### config.mk
export PLATFORM = sky130hd
export DESIGN_NAME = multibank_pingpong_fifo
export DESIGN_NICKNAME = d
export VERILOG_FILES = /design/src/rtl/multibank_fifo_pkg.sv /design/src/rtl/fifo_bank.sv /design/src/rtl/multibank_pingpong_fifo.sv
export SDC_FILE = /design/constraint.sdc
export NUM_CORES = 1
export LEC_CHECK = 0
export CAP_MARGIN = 20
export CORE_ASPECT_RATIO = 1.5
export CORE_MARGIN = 3
export CORE_UTILIZATION = 45
export DETAILED_ROUTE_END_ITERATION = 8
export DONT_BUFFER_PORTS = 1
export HOLD_SLACK_MARGIN = 0.05
export MAX_ROUTING_LAYER = met4
export PLACE_DENSITY_LB_ADDON = 0.1
export SETUP_SLACK_MARGIN = 0.3
export SYNTH_ARGS = -nofsm -noshare
export SYNTH_HDL_FRONTEND = slang
export SYNTH_HIERARCHICAL = 1
export SYNTH_SLANG_ARGS = --single-unit
### constraint.sdc
create_clock -name clk -period 8.1 [get_ports clk]
set_clock_uncertainty 0.15 [all_clocks]
set_input_delay 2.43 -clock clk [delete_from_list [all_inputs] [get_ports clk]]
set_output_delay 2.43 -clock clk [all_outputs]
set_load 0.005 [all_outputs]
### src/rtl/multibank_fifo_pkg.sv
// Shared types and helpers for the multi-bank ping-pong FIFO.
package multibank_fifo_pkg;

    typedef enum logic [1:0] {FREE, FILL, SEALED, DRAIN} bank_state_t;

    function automatic bit mode_is(input string mode, input string val);
        return mode == val;
    endfunction

endpackage

### src/rtl/fifo_bank.sv
// One FIFO bank: word storage, fill length and FREE/FILL/SEALED/DRAIN lifecycle.
module fifo_bank
    import multibank_fifo_pkg::*;
#(
    parameter int unsigned DSIZE = 32,
    parameter int unsigned ASIZE = 4
) (
    input  logic             clk,
    input  logic             rst_n,
    input  logic             we,
    input  logic [ASIZE-1:0] waddr,
    input  logic [DSIZE-1:0] wdata,
    input  logic             seal,
    input  logic             rd,
    input  logic             rel,
    input  logic [ASIZE-1:0] raddr,
    output logic [DSIZE-1:0] rdata,
    output bank_state_t      state,
    output logic [ASIZE:0]   len
);

    localparam int unsigned DEPTH = 1 << ASIZE;
    localparam int unsigned LW    = ASIZE + 1;

    logic [DSIZE-1:0] mem [DEPTH];
    bank_state_t      state_q, state_d;
    logic [ASIZE:0]   len_q, len_d;

    always_ff @(posedge clk) begin
        if (we) begin
            mem[waddr] <= wdata;
        end
    end

    assign rdata = mem[raddr];

    // Writer (we/seal) and reader (rd/rel) never target the same bank in one cycle.
    always_comb begin
        state_d = state_q;
        len_d   = len_q;
        if (we) begin
            len_d = {1'b0, waddr} + LW'(1);
            if (state_q == FREE) begin
                state_d = FILL;
            end
        end
        if (seal) begin
            state_d = SEALED;
        end
        if (rd) begin
            state_d = DRAIN;
        end
        if (rel) begin
            state_d = FREE;
            len_d   = '0;
        end
    end

    always_ff @(posedge clk or negedge rst_n) begin
        if (!rst_n) begin
            state_q <= FREE;
            len_q   <= '0;
        end else begin
            state_q <= state_d;
            len_q   <= len_d;
        end
    end

    assign state = state_q;
    assign len   = len_q;

endmodule

### src/rtl/multibank_pingpong_fifo.sv
// N-bank ping-pong FIFO: writer fills and seals banks in turn, reader drains sealed banks in order.
module multibank_pingpong_fifo
    import multibank_fifo_pkg::*;
#(
    parameter int unsigned DSIZE       = 32,
    parameter int unsigned ASIZE       = 4,
    parameter int unsigned NBANKS      = 2,
    parameter int unsigned AWFULLSIZE  = 4,
    parameter int unsigned AREMPTYSIZE = 4,
    parameter string       FALLTHROUGH = "TRUE"
) (
    input  logic                              clk,
    input  logic                              rst_n,
    input  logic                              winc,
    input  logic [DSIZE-1:0]                  wdata,
    input  logic                              flush,
    output logic                              wfull,
    output logic                              awfull,
    input  logic                              rinc,
    output logic [DSIZE-1:0]                  rdata,
    output logic                              rempty,
    output logic                              arempty,
    output logic [NBANKS-1:0]                 bank_sealed,
    output logic [ASIZE+$clog2(NBANKS):0]     rcount
);

    localparam int unsigned DEPTH = 1 << ASIZE;
    localparam int unsigned TOTAL = NBANKS * DEPTH;
    localparam int unsigned BW    = $clog2(NBANKS);
    localparam int unsigned LW    = ASIZE + 1;
    localparam int unsigned RCW   = ASIZE + $clog2(NBANKS) + 1;
    localparam bit          FallThrough = mode_is(FALLTHROUGH, "TRUE");

    function automatic logic [BW-1:0] bank_inc(input logic [BW-1:0] b);
        return (b == BW'(NBANKS - 1)) ? '0 : b + BW'(1);
    endfunction

    bank_state_t      bank_state [NBANKS];
    logic [ASIZE:0]   bank_len   [NBANKS];
    logic [DSIZE-1:0] bank_rdata [NBANKS];
    logic [NBANKS-1:0] bank_we, bank_seal, bank_rd, bank_rel;

    logic [BW-1:0]    wbank_q, wbank_d, rbank_q, rbank_d;
    logic [ASIZE-1:0] waddr_q, waddr_d, raddr_q, raddr_d;
    logic             wr_en, flush_ok, seal, rd_en, rd_last;
    logic [RCW-1:0]   occupied;
    logic [DSIZE-1:0] head;

    for (genvar i = 0; i < NBANKS; i++) begin : g_bank
        assign bank_sealed[i] = (bank_state[i] == SEALED) || (bank_state[i] == DRAIN);

        fifo_bank #(
            .DSIZE (DSIZE),
            .ASIZE (ASIZE)
        ) u_bank (
            .clk   (clk),
            .rst_n (rst_n),
            .we    (bank_we[i]),
            .waddr (waddr_q),
            .wdata (wdata),
            .seal  (bank_seal[i]),
            .rd    (bank_rd[i]),
            .rel   (bank_rel[i]),
            .raddr (raddr_q),
            .rdata (bank_rdata[i]),
            .state (bank_state[i]),
            .len   (bank_len[i])
        );
    end

    always_comb begin
        wfull    = bank_sealed[wbank_q];
        wr_en    = winc && !wfull;
        // Flush seals only a bank that holds (or is receiving) at least one word.
        flush_ok = flush && !wfull && (wr_en || (waddr_q != '0));
        seal     = flush_ok || (wr_en && (waddr_q == ASIZE'(DEPTH - 1)));
        wbank_d  = wbank_q;
        waddr_d  = waddr_q;
        if (seal) begin
            wbank_d = bank_inc(wbank_q);
            waddr_d = '0;
        end else if (wr_en) begin
            waddr_d = waddr_q + ASIZE'(1);
        end
        bank_we            = '0;
        bank_seal          = '0;
        bank_we[wbank_q]   = wr_en;
        bank_seal[wbank_q] = seal;
    end

    always_comb begin
        rempty  = !bank_sealed[rbank_q];
        rd_en   = rinc && !rempty;
        rd_last = ({1'b0, raddr_q} == (bank_len[rbank_q] - LW'(1)));
        head    = bank_rdata[rbank_q];
        rbank_d = rbank_q;
        raddr_d = raddr_q;
        if (rd_en && rd_last) begin
            rbank_d = bank_inc(rbank_q);
            raddr_d = '0;
        end else if (rd_en) begin
            raddr_d = raddr_q + ASIZE'(1);
        end
        bank_rd           = '0;
        bank_rel          = '0;
        bank_rd[rbank_q]  = rd_en;
        bank_rel[rbank_q] = rd_en && rd_last;
    end

    always_comb begin
        rcount = '0;
        for (int i = 0; i < NBANKS; i++) begin
            if (bank_state[i] == SEALED) begin
                rcount = rcount + RCW'(bank_len[i]);
            end else if (bank_state[i] == DRAIN) begin
                rcount = rcount + RCW'(bank_len[i] - {1'b0, raddr_q});
            end
        end
        occupied = rcount + ((bank_state[wbank_q] == FILL) ? RCW'(waddr_q) : '0);
        awfull   = (32'(TOTAL) - 32'(occupied)) <= 32'(AWFULLSIZE);
        arempty  = 32'(rcount) <= 32'(AREMPTYSIZE);
    end

    always_ff @(posedge clk or negedge rst_n) begin
        if (!rst_n) begin
            wbank_q <= '0;
            waddr_q <= '0;
            rbank_q <= '0;
            raddr_q <= '0;
        end else begin
            wbank_q <= wbank_d;
            waddr_q <= waddr_d;
            rbank_q <= rbank_d;
            raddr_q <= raddr_d;
        end
    end

    if (FallThrough) begin : g_ft
        assign rdata = rempty ? '0 : head;
    end else begin : g_reg
        logic [DSIZE-1:0] rdata_q, rdata_d;

        always_comb begin
            rdata_d = rd_en ? head : rdata_q;
        end

        always_ff @(posedge clk or negedge rst_n) begin
            if (!rst_n) begin
                rdata_q <= '0;
            end else begin
                rdata_q <= rdata_d;
            end
        end

        assign rdata = rdata_q;
    end

endmodule

==> summary.txt <==
Run status
  – Status: completed

Critical path
  – Worst R2R Path Depth: 9
  – Crit path cell chain: ha_2 > inv_1 > fa_1 > mux2_4 > nand2_4 > inv_2 > fa_1 > ha_1 > a21o_1 > a21oi_2 > xnor2_2 > o22ai_2 > nor2_4 > ha_4 > or4_1 > or3_4 > mux2i_4
  – Crit. Startpoint: raddr_q[0]
  – Crit end category: primary output
  – CP max stage delay: 0.53 ns
  – Startpoint types: flip-flop
  – CP required: 5.52 ns
  – R2R Path End: g_bank[1].u_bank/state[1]
  – Worst Path Buf+Inv: 2
  – R2R Setup Slk: 4.46 ns
  – CP Max Fanout: 3
  – Setup CP Type: flip-flop to primary output
  – Top cell by count, worst path: fa_1
  – Slowest CP cell: or4_1
  – Reg2reg start: rbank_q
  – Worst path arrival time: 5.12 ns
  – Crit path max-delay family: adder cells

Cells and area
  – Area of the multi-input gates: 0.00996 mm^2
  – Reg area: 0.0314 mm^2
  – Diodes inserted: 0
  – # fillers: 7173
  – Area Overhead vs Synth: 12.3%
  – Final-stage net count: 2143
  – Most frequent cells in the layout: 1024 x edfxtp_1, 256 x mux4_2, 128 x a22oi_1
  – Commonest non-fill, non-tap cell in the layout: edfxtp_1
  – Util after Layout: 51.3%
  – Share of cells above drive strength 1: 24.8%

Clock network
  – CTS Buf Count: 96
  – Htree depth: 3
  – Post-CTS Hold Fix Bufs: 0
  – Max Root-Sink Buffers: 3
  – Worst-Skew Late Latency: 0.68 ns
  – Clk sinks: 1048
  – Root Driver: clkbuf_16
  – CTS tree: done
  – Clock transition at path regs: 0.06 ns

STA
  – Crit share post-route: 95.1%
  – Setup violations, final: 0
  – Worst-margin pin slew: 1.18 ns
  – Max-slew violation count: 0
  – RSZ-0062 raised after global routing: true
  – Hold Fails Final Rpt: 0
  – Total Neg Setup Slack: 0 ns
  – Max Freq: 130 MHz
  – Tmin final: 7.70 ns
  – Relative slew slack: 21.4%

Synth
  – Synth area leaders: edfxtp_1 74%, mux4_2 14%, a22oi_1 2.3%, dfrtp_1 1.4%, mux2i_1 1.1%
  – Fraction of registers with async set or reset after synthesis: 2.29%
  – Synth warnings: 6
  – Post-synthesis cell type count: 53
  – Synthesized area per cell: 20.7 um^2
  – EDFF count, synth: 1024
  – Syn nets: 2085
  – Post-synthesis cell count: 2008
  – Most used DFF post-synth: edfxtp_1
  – Cell taking the most area after synthesis: edfxtp_1
  – Synth Cell Area: 0.0415 mm^2
  – Sequential share of the synthesized area: 75.5%
  – Flops & latches, synth: 1048
  – Area share of the leading cell type in the synthesized netlist: 74.0%

Power and ir drop
  – P_leak: 0.0147 uW
  – Logic pwr share: 39.5%
  – Power Density: 382 mW/mm^2
  – Worst IR drop on VDD: 0.396 mV
  – Sw frac: 34.8%
  – Switching Power: 6190 uW
  – Internal power: 11600 uW
  – Clk pwr share: 25.3%
  – Flop pwr share: 35.2%

Floorplanning
  – IO Count: 81
  – Core Region: 0.0909 mm^2
  – Die area: 0.0960 mm^2
  – Die X: 254 um
  – Die Y: 378 um
  – Core Rows: 135
  – Initial Util: 45.7%

GRT
  – Largest net degree at the start of global routing: 158
  – Grt ovf: 0
  – Antenna violations before repair: 3
  – Vias in the first global route: 21300
  – Total Routing Usage GR: 23.6%
  – First-pass GRT wire length: 154000 um

Drt
  – Drt wl/cell: 32.5 um
  – Post-route ant nets: 0
  – WL final: 108000 um
  – Vias/cell: 6.09
  – 1st-pass router iterations: 5
  – DRC violations left: 0
  – Vias: 20200
  – Initial DRC count: 2035

Worst hold path
  – Hold EP: g_bank[0].u_bank/len[0]
  – Worst hold path depth: 2
  – Hold Crit Start: g_bank[0].u_bank/len[0]
  – Worst hold path type: flip-flop to flip-flop

Placed design
  – DP HPWL: 58200 um
  – Gpl congestion: 0.777
  – Port Buf Inserts: 0

Job
  – Max_cap viols: 0
logic make-up (layout without fill, tap and decap cells):
logic type	Yosys count	after routing	synth area share (%)
AO/OA/AOI/OAI	186	186	3.21
XOR/XNOR	21	21	0.443
adder cells (fa/ha/maj)	40	40	1.33
buffers and inverters	143	282	1.52
flip-flops	1048	1048	75.5
multiplexers	305	305	15.1
AND/OR/NAND/NOR	265	265	2.93
worst max-delay path by stage:
| stage | endpoint | slack [ns] | cells past startpoint |
|---|---|---|---|
| after floorplan | awfull | 1.24 | 17 |
| after global placement | awfull | 0.80 | 19 |
| after detailed placement | awfull | 0.71 | 19 |
| after CTS | awfull | 0.30 | 17 |
| after global routing | awfull | 0.21 | 18 |
| final | awfull | 0.40 | 17 |
cells in the mapped netlist, types with 19 or more instances:
master	count
a22oi_1	128
buf_1	21
buf_2	19
buf_4	19
clkbuf_1	49
dfrtp_1	24
edfxtp_1	1024
ha_1	33
inv_1	35
mux2i_1	46
mux4_2	256
nand2_1	94
nor2_1	87
layout make-up:
| cell class | instances | share of cell area [%] |
|---|---|---|
| repair buffers | 68 | 1.33 |
| clock inverters | 56 | 1.23 |
| clock buffers | 123 | 5.41 |
| flip-flops and latches | 1048 | 67.3 |
| well taps | 1164 | 3.12 |
| inverters | 35 | 0.290 |
| multi-input cells | 817 | 21.4 |
power by group through the flow:
stage               registers (uW)  logic [uW]  clock network (uW)
floorplan                     6230        4710                   0
global placement              6370        6320                   0
detailed placement            6380        6430                   0
CTS                           6260        6700                4600
global route                  6280        7690                4800
finish                        6260        7040                4500
stage by stage:
| stage | cells | hold WS [ns] | power [uW] | cell area (um^2) | worst slack (ns) |
|---|---|---|---|---|---|
| 2_1_floorplan | 2008 | 0.332 | 10900 | 41500 | 1.24 |
| 3_3_place_gp | 3122 | 0.421 | 12700 | 43200 | 0.803 |
| 3_5_place_dp | 3125 | 0.434 | 12800 | 43300 | 0.711 |
| 4_1_cts | 3304 | 0.457 | 17600 | 46500 | 0.300 |
| 5_1_grt | 3311 | 0.506 | 18800 | 46600 | 0.213 |
| 6_report | 3311 | 0.472 | 17800 | 46600 | 0.398 |
worst reg2reg max path, stage by stage, from the launching register on:
cell and delay (ns):
dfrtp_4 0.86, buf_4 0.60, mux2i_1 0.36, ha_1 0.27, xnor2_1 0.15, xnor2_1 0.15, nand3_1 0.16, nor3_4 0.39
and2_1 0.34, nor2_1 0.08
timing repair:
action,CTS,global route
resized for setup,14,16
buffers inserted,0,6
endpoints found under the setup margin,1,7
pin swaps,2,9
per-layer routing:
layer / GRT usage (%) / wire length (um) / part of all wire, %
met1: 30.0 / 43100 / 40
met5: - / 0 / 0
met3: 4.62 / 6790 / 6.3
met2: 39.3 / 55500 / 52
met4: 5.98 / 2290 / 2.1
state kept, by name (all words and copies together) (netlist names):
signal,cells
g_bank.u_bank/len,10
raddr_q,4
g_bank.u_bank/state,4
waddr_q,4
rbank_q,1
g_bank.u_bank/mem,1024
wbank_q,1
Note: power is estimated with default switching activity, not from simulation.
==> variant 1 (config.mk and constraints unchanged) <==
Put a register stage on the output `rcount`, cleared by the reset. The value now appears one clock later. The other outputs are not delayed to match.
--- a/src/rtl/multibank_pingpong_fifo.sv
+++ b/src/rtl/multibank_pingpong_fifo.sv
@@ -30,6 +30,8 @@
     localparam int unsigned LW    = ASIZE + 1;
     localparam int unsigned RCW   = ASIZE + $clog2(NBANKS) + 1;
     localparam bit          FallThrough = mode_is(FALLTHROUGH, "TRUE");
+
+    logic [ASIZE+$clog2(NBANKS):0] rcount_d;
 
     function automatic logic [BW-1:0] bank_inc(input logic [BW-1:0] b);
         return (b == BW'(NBANKS - 1)) ? '0 : b + BW'(1);
@@ -108,17 +110,17 @@
     end
 
     always_comb begin
-        rcount = '0;
+        rcount_d = '0;
         for (int i = 0; i < NBANKS; i++) begin
             if (bank_state[i] == SEALED) begin
-                rcount = rcount + RCW'(bank_len[i]);
+                rcount_d = rcount_d + RCW'(bank_len[i]);
             end else if (bank_state[i] == DRAIN) begin
-                rcount = rcount + RCW'(bank_len[i] - {1'b0, raddr_q});
+                rcount_d = rcount_d + RCW'(bank_len[i] - {1'b0, raddr_q});
             end
         end
-        occupied = rcount + ((bank_state[wbank_q] == FILL) ? RCW'(waddr_q) : '0);
+        occupied = rcount_d + ((bank_state[wbank_q] == FILL) ? RCW'(waddr_q) : '0);
         awfull   = (32'(TOTAL) - 32'(occupied)) <= 32'(AWFULLSIZE);
-        arempty  = 32'(rcount) <= 32'(AREMPTYSIZE);
+        arempty  = 32'(rcount_d) <= 32'(AREMPTYSIZE);
     end
 
     always_ff @(posedge clk or negedge rst_n) begin
@@ -155,5 +157,13 @@
         assign rdata = rdata_q;
     end
 
+    always_ff @(posedge clk or negedge rst_n) begin
+        if (!rst_n) begin
+            rcount <= '0;
+        end else begin
+            rcount <= rcount_d;
+        end
+    end
+
 endmodule
 
Formal check against the unedited RTL: not equivalent (a bounded check fails within 4 cycles, from zero or initial values and one cycle with rst_n low).
==> variant 1 against the unedited design <==
  * Combinational power is 16% lower
  * Sequential cell count grew 6
  * Total power shrank 6.6%
  * Via count grew 0.16%
  * Utilization decreased by 0.64 points
  * Worst setup slack better by 0.27 ns
  * Hold slack got worse by 0.026 ns
  * Routed wire length up 0.42%
  * Final area decreased by 0.33%
  * Area after synthesis increased by 0.29%
==> variant 1: results (changes against the unedited design) <==
| Metric | Value |
|---|---|
| Status | `finished, final reports clean` |
| Pre-CTS setup slack | `0.920 ns (+0.209 ns)` |
| GP Congestion | `0.776 (about the same)` |
| Area fraction in compound gates after synthesis | `0.0318 (-0.000364)` |
| Total Routing Usage GR | `0.238 (+0.00163)` |
| Post-CTS sizing | `1 (-13)` |
| Crit-path max FO | `4 (+1)` |
| Placed cells | `3126 (+0.032%)` |
| Iteration-0 DRC Markers | `2214 (+8.8%)` |
| Met1 GRT Util | `0.303 (+0.00302)` |
| Synth Area in XOR/XNOR | `0.00421 (-0.000223)` |
| Buffers outside the clock class | `56 (-18%)` |
| Data buffer area share | `0.0108 (-0.00251)` |
| Post-synthesis mux area share | `0.151 (+0.000522)` |
| Worst slew pin tran | `1.11 ns (-0.0706 ns)` |
| Initial antenna violation count | `1 (-2)` |
| Met3 usage | `0.0402 (-0.00594)` |
| # diodes | `1 (+1)` |
| Fillcell total | `7231 (+0.81%)` |
| Worst R2R Path Depth | `13 (+4)` |
| Final wirelength | `108 mm (+0.42%)` |
| Non-filler cells, final | `3305 (-0.18%)` |
| Met3 routed WL | `6.89 mm (+1.5%)` |
| R2R Path Start | `raddr_q[3]$_DFFE_PN0P_` |
| Top post-synthesis cells by area | `edfxtp_1, mux4_2, a22oi_1, dfrtp_1, mux2i_1` |
-- variant 1: power groups by stage --
stage                     Sequential [mW]  Combinational, mW  Clock (mW)
final                                6.28               5.89        4.45
after global routing                 6.30               6.49        4.76
after CTS                            6.30               5.86        4.55
after detailed placement             6.41               5.83           0
after global placement               6.41               5.79           0
after floorplan                      6.29               4.33           0
-- variant 1: worst max path at each step --
stage	start	to	cells past startpoint
after global routing	raddr_q[0]$_DFFE_PN0P_	awfull	17
after detailed placement	raddr_q[2]$_DFFE_PN0P_	awfull	19
final	raddr_q[0]$_DFFE_PN0P_	awfull	17
after global placement	raddr_q[2]$_DFFE_PN0P_	awfull	19
after floorplan	raddr_q[0]$_DFFE_PN0P_	awfull	16
after CTS	raddr_q[0]$_DFFE_PN0P_	awfull	16
-- variant 1: stage by stage --
step           hold WS (ns)  power (mW)
3_5_place_dp          0.436        12.2
4_1_cts               0.451        16.7
2_1_floorplan         0.381        10.6
3_3_place_gp          0.428        12.2
6_report              0.445        16.6
5_1_grt               0.517        17.6
==> variant 2 (same settings) <==
Without the edit above. `DSIZE` is set to 32 in 2 places; all go to 64.
--- a/src/rtl/fifo_bank.sv
+++ b/src/rtl/fifo_bank.sv
@@ -2,7 +2,7 @@
 module fifo_bank
     import multibank_fifo_pkg::*;
 #(
-    parameter int unsigned DSIZE = 32,
+    parameter int unsigned DSIZE = 64,
     parameter int unsigned ASIZE = 4
 ) (
     input  logic             clk,
--- a/src/rtl/multibank_pingpong_fifo.sv
+++ b/src/rtl/multibank_pingpong_fifo.sv
@@ -2,7 +2,7 @@
 module multibank_pingpong_fifo
     import multibank_fifo_pkg::*;
 #(
-    parameter int unsigned DSIZE       = 32,
+    parameter int unsigned DSIZE       = 64,
     parameter int unsigned ASIZE       = 4,
     parameter int unsigned NBANKS      = 2,
     parameter int unsigned AWFULLSIZE  = 4,
Ports: changed (resized rdata and wdata); port bits go from 81 to 145. The function was not compared with the original's and may differ.
==> variant 2 against the unedited design <==
  * Utilization fell by 0.43 points
  * Sequential cell count rose by 1024
  * Area after synthesis rose by 93%
  * Final area rose by 93%
  * Combinational power rose by 46%
  * Total power rose by 75%
  * Sequential power rose by 93%
  * Routed wire length rose by 97%
  * Register-to-register slack got worse by 0.11 ns
  * Clock power rose by 96%
  * Hold slack improved by 0.0076 ns
  * Worst setup slack got worse by 0.18 ns
  * Largest power group is now registers
  * Highest routed layer unchanged
==> variant 2: results (changes against the unedited design) <==
| Metric | Value |
|---|---|
| Status | `finished, final reports clean` |
| Crit-path max FO | `5 (+2)` |
| Initial antenna violation count | `4 (+1)` |
| Worst Hold Depth | `3 (+1)` |
| Vias in the first global route | `40127 (+88%)` |
| Fillcell total | `13897 (+94%)` |
| GP Congestion | `0.782 (+0.71%)` |
| Worst vdd ir | `0.330 mV (-17%)` |
| Cell variety after synth | `51 (-3.8%)` |
| Top post-synthesis cells by area | `edfxtp_1, mux4_2, a22oi_1, mux2i_1, dfrtp_1` |
| Placed Area | `0.0836 sq mm (+93%)` |
| Iteration-0 DRC Markers | `3901 (+92%)` |
| Htree depth | `4 (+1)` |
| Via Count | `37838 (+88%)` |
| Leakage | `28.1 nW (+91%)` |
| Syn Area/Cell | `22.1 sq um (+6.8%)` |
| CTS Buf Count | `190 (+98%)` |
| Clk_lat worst skew | `0.79 ns (+0.11 ns)` |
| WL met2 | `115 mm (+110%)` |
| Post-Route M1 WL | `79.6 mm (+85%)` |
| Pre-CTS setup slack | `0.700 ns (-0.0105 ns)` |
| R2r setup slk | `4.35 ns (-0.11 ns)` |
| Post-synthesis mux area share | `0.154 (+0.00368)` |
| Adder-Cell Fraction of Synth Area | `0.00689 (-0.00642)` |
| Non-filler cells, final | `6187 (+87%)` |
| Total Routing Usage GR | `0.242 (+0.00610)` |
| Sequential cell area fraction in the yosys report | `0.774 (+0.0193)` |
| CP arrival | `5.30 ns (+0.18 ns)` |
| Worst slew pin tran | `1.17 ns (-0.00972 ns)` |
| Syn_nets | `3741 (+79%)` |
| First-pass GRT wire length | `300 mm (+95%)` |
| Critical-path cell with the highest stage delay | `fa_2` |
| HPWL after DPL | `108 mm (+86%)` |
| Number of flops mapped to enable cells by yosys | `2048 (+100%)` |
| Post-synth ARST share | `0.0116 (-0.0113)` |
| Synth top cells by count | `edfxtp_1, mux4_2, a22oi_1` |
| Area fraction in compound gates after synthesis | `0.0287 (-0.00346)` |
| Crit-path max cell delay | `0.58 ns (+0.05 ns)` |
| Final wirelength | `212 mm (+97%)` |
## variant 2: metrics by stage
step / TNS, ns / power [mW] / hold WS (ns)
floorplan: 0 / 19.1 / 0.355
global placement: 0 / 21.8 / 0.420
detailed placement: 0 / 22.0 / 0.439
CTS: 0 / 31.0 / 0.490
global route: -0.00447 / 32.6 / 0.549
finish: 0 / 31.2 / 0.479
## variant 2: worst max path at each step
stage                         to  slack [ns]
after CTS                 awfull         0.1
after global placement    awfull        0.76
after global routing      awfull      -0.004
final                     awfull        0.22
after floorplan           awfull        1.19
after detailed placement  awfull        0.70
## variant 2: routing by layer
layer	GRT usage	vias up
met3	0.0361	343
met2	0.423	1341
met1	0.293	20672
met5	-	-
li1	-	15482
met4	0.0699	0
## variant 2: worst reg2reg max path: cells and delay by family (launching register included)
kind / cells / cell delay [ns]
adder cells (fa/ha/maj): 1 / 0.25
XOR/XNOR: 2 / 0.29
flip-flops: 1 / 0.81
multiplexers: 1 / 0.40
AND/OR/NAND/NOR: 4 / 1.03
buffers and inverters: 1 / 0.68
## variant 2: report_power, final
part           leakage, nW  switching (mW)  internal [mW]
combinational         6.39            5.90           4.38
sequential            18.7           0.167           11.9
clock                 2.99            3.94           4.91
## variant 2: cells by family (layout without fill, tap and decap cells)
logic type / after synthesis / count (layout)
buffers and inverters: 230 / 491
AND/OR/NAND/NOR: 360 / 360
multiplexers: 597 / 597
flip-flops: 2072 / 2072
adder cells (fa/ha/maj): 40 / 40
XOR/XNOR: 20 / 20
AO/OA/AOI/OAI: 313 / 313
other: 0 / 2
## variant 2: area by class of cell
type	instances	area (sq um)	area share
Clock inverter	123	1190	0.0132
Clock buffer	222	4920	0.0546
Multi-Input combinational cell	1330	17500	0.194
Antenna cell	2	5.00	0.0000556
Tap cell	2292	2870	0.0319
Inverter	33	131	0.00146
Sequential cell	2072	62100	0.690
Timing Repair Buffer	113	1320	0.0146
## variant 2: repair_timing
action	CTS	global route
buffers inserted	2	8
endpoints found under the setup margin	12	4
cloned	1	0
gates resized for setup	17	28
hold endpoints to repair	0	0
pin swaps	4	15
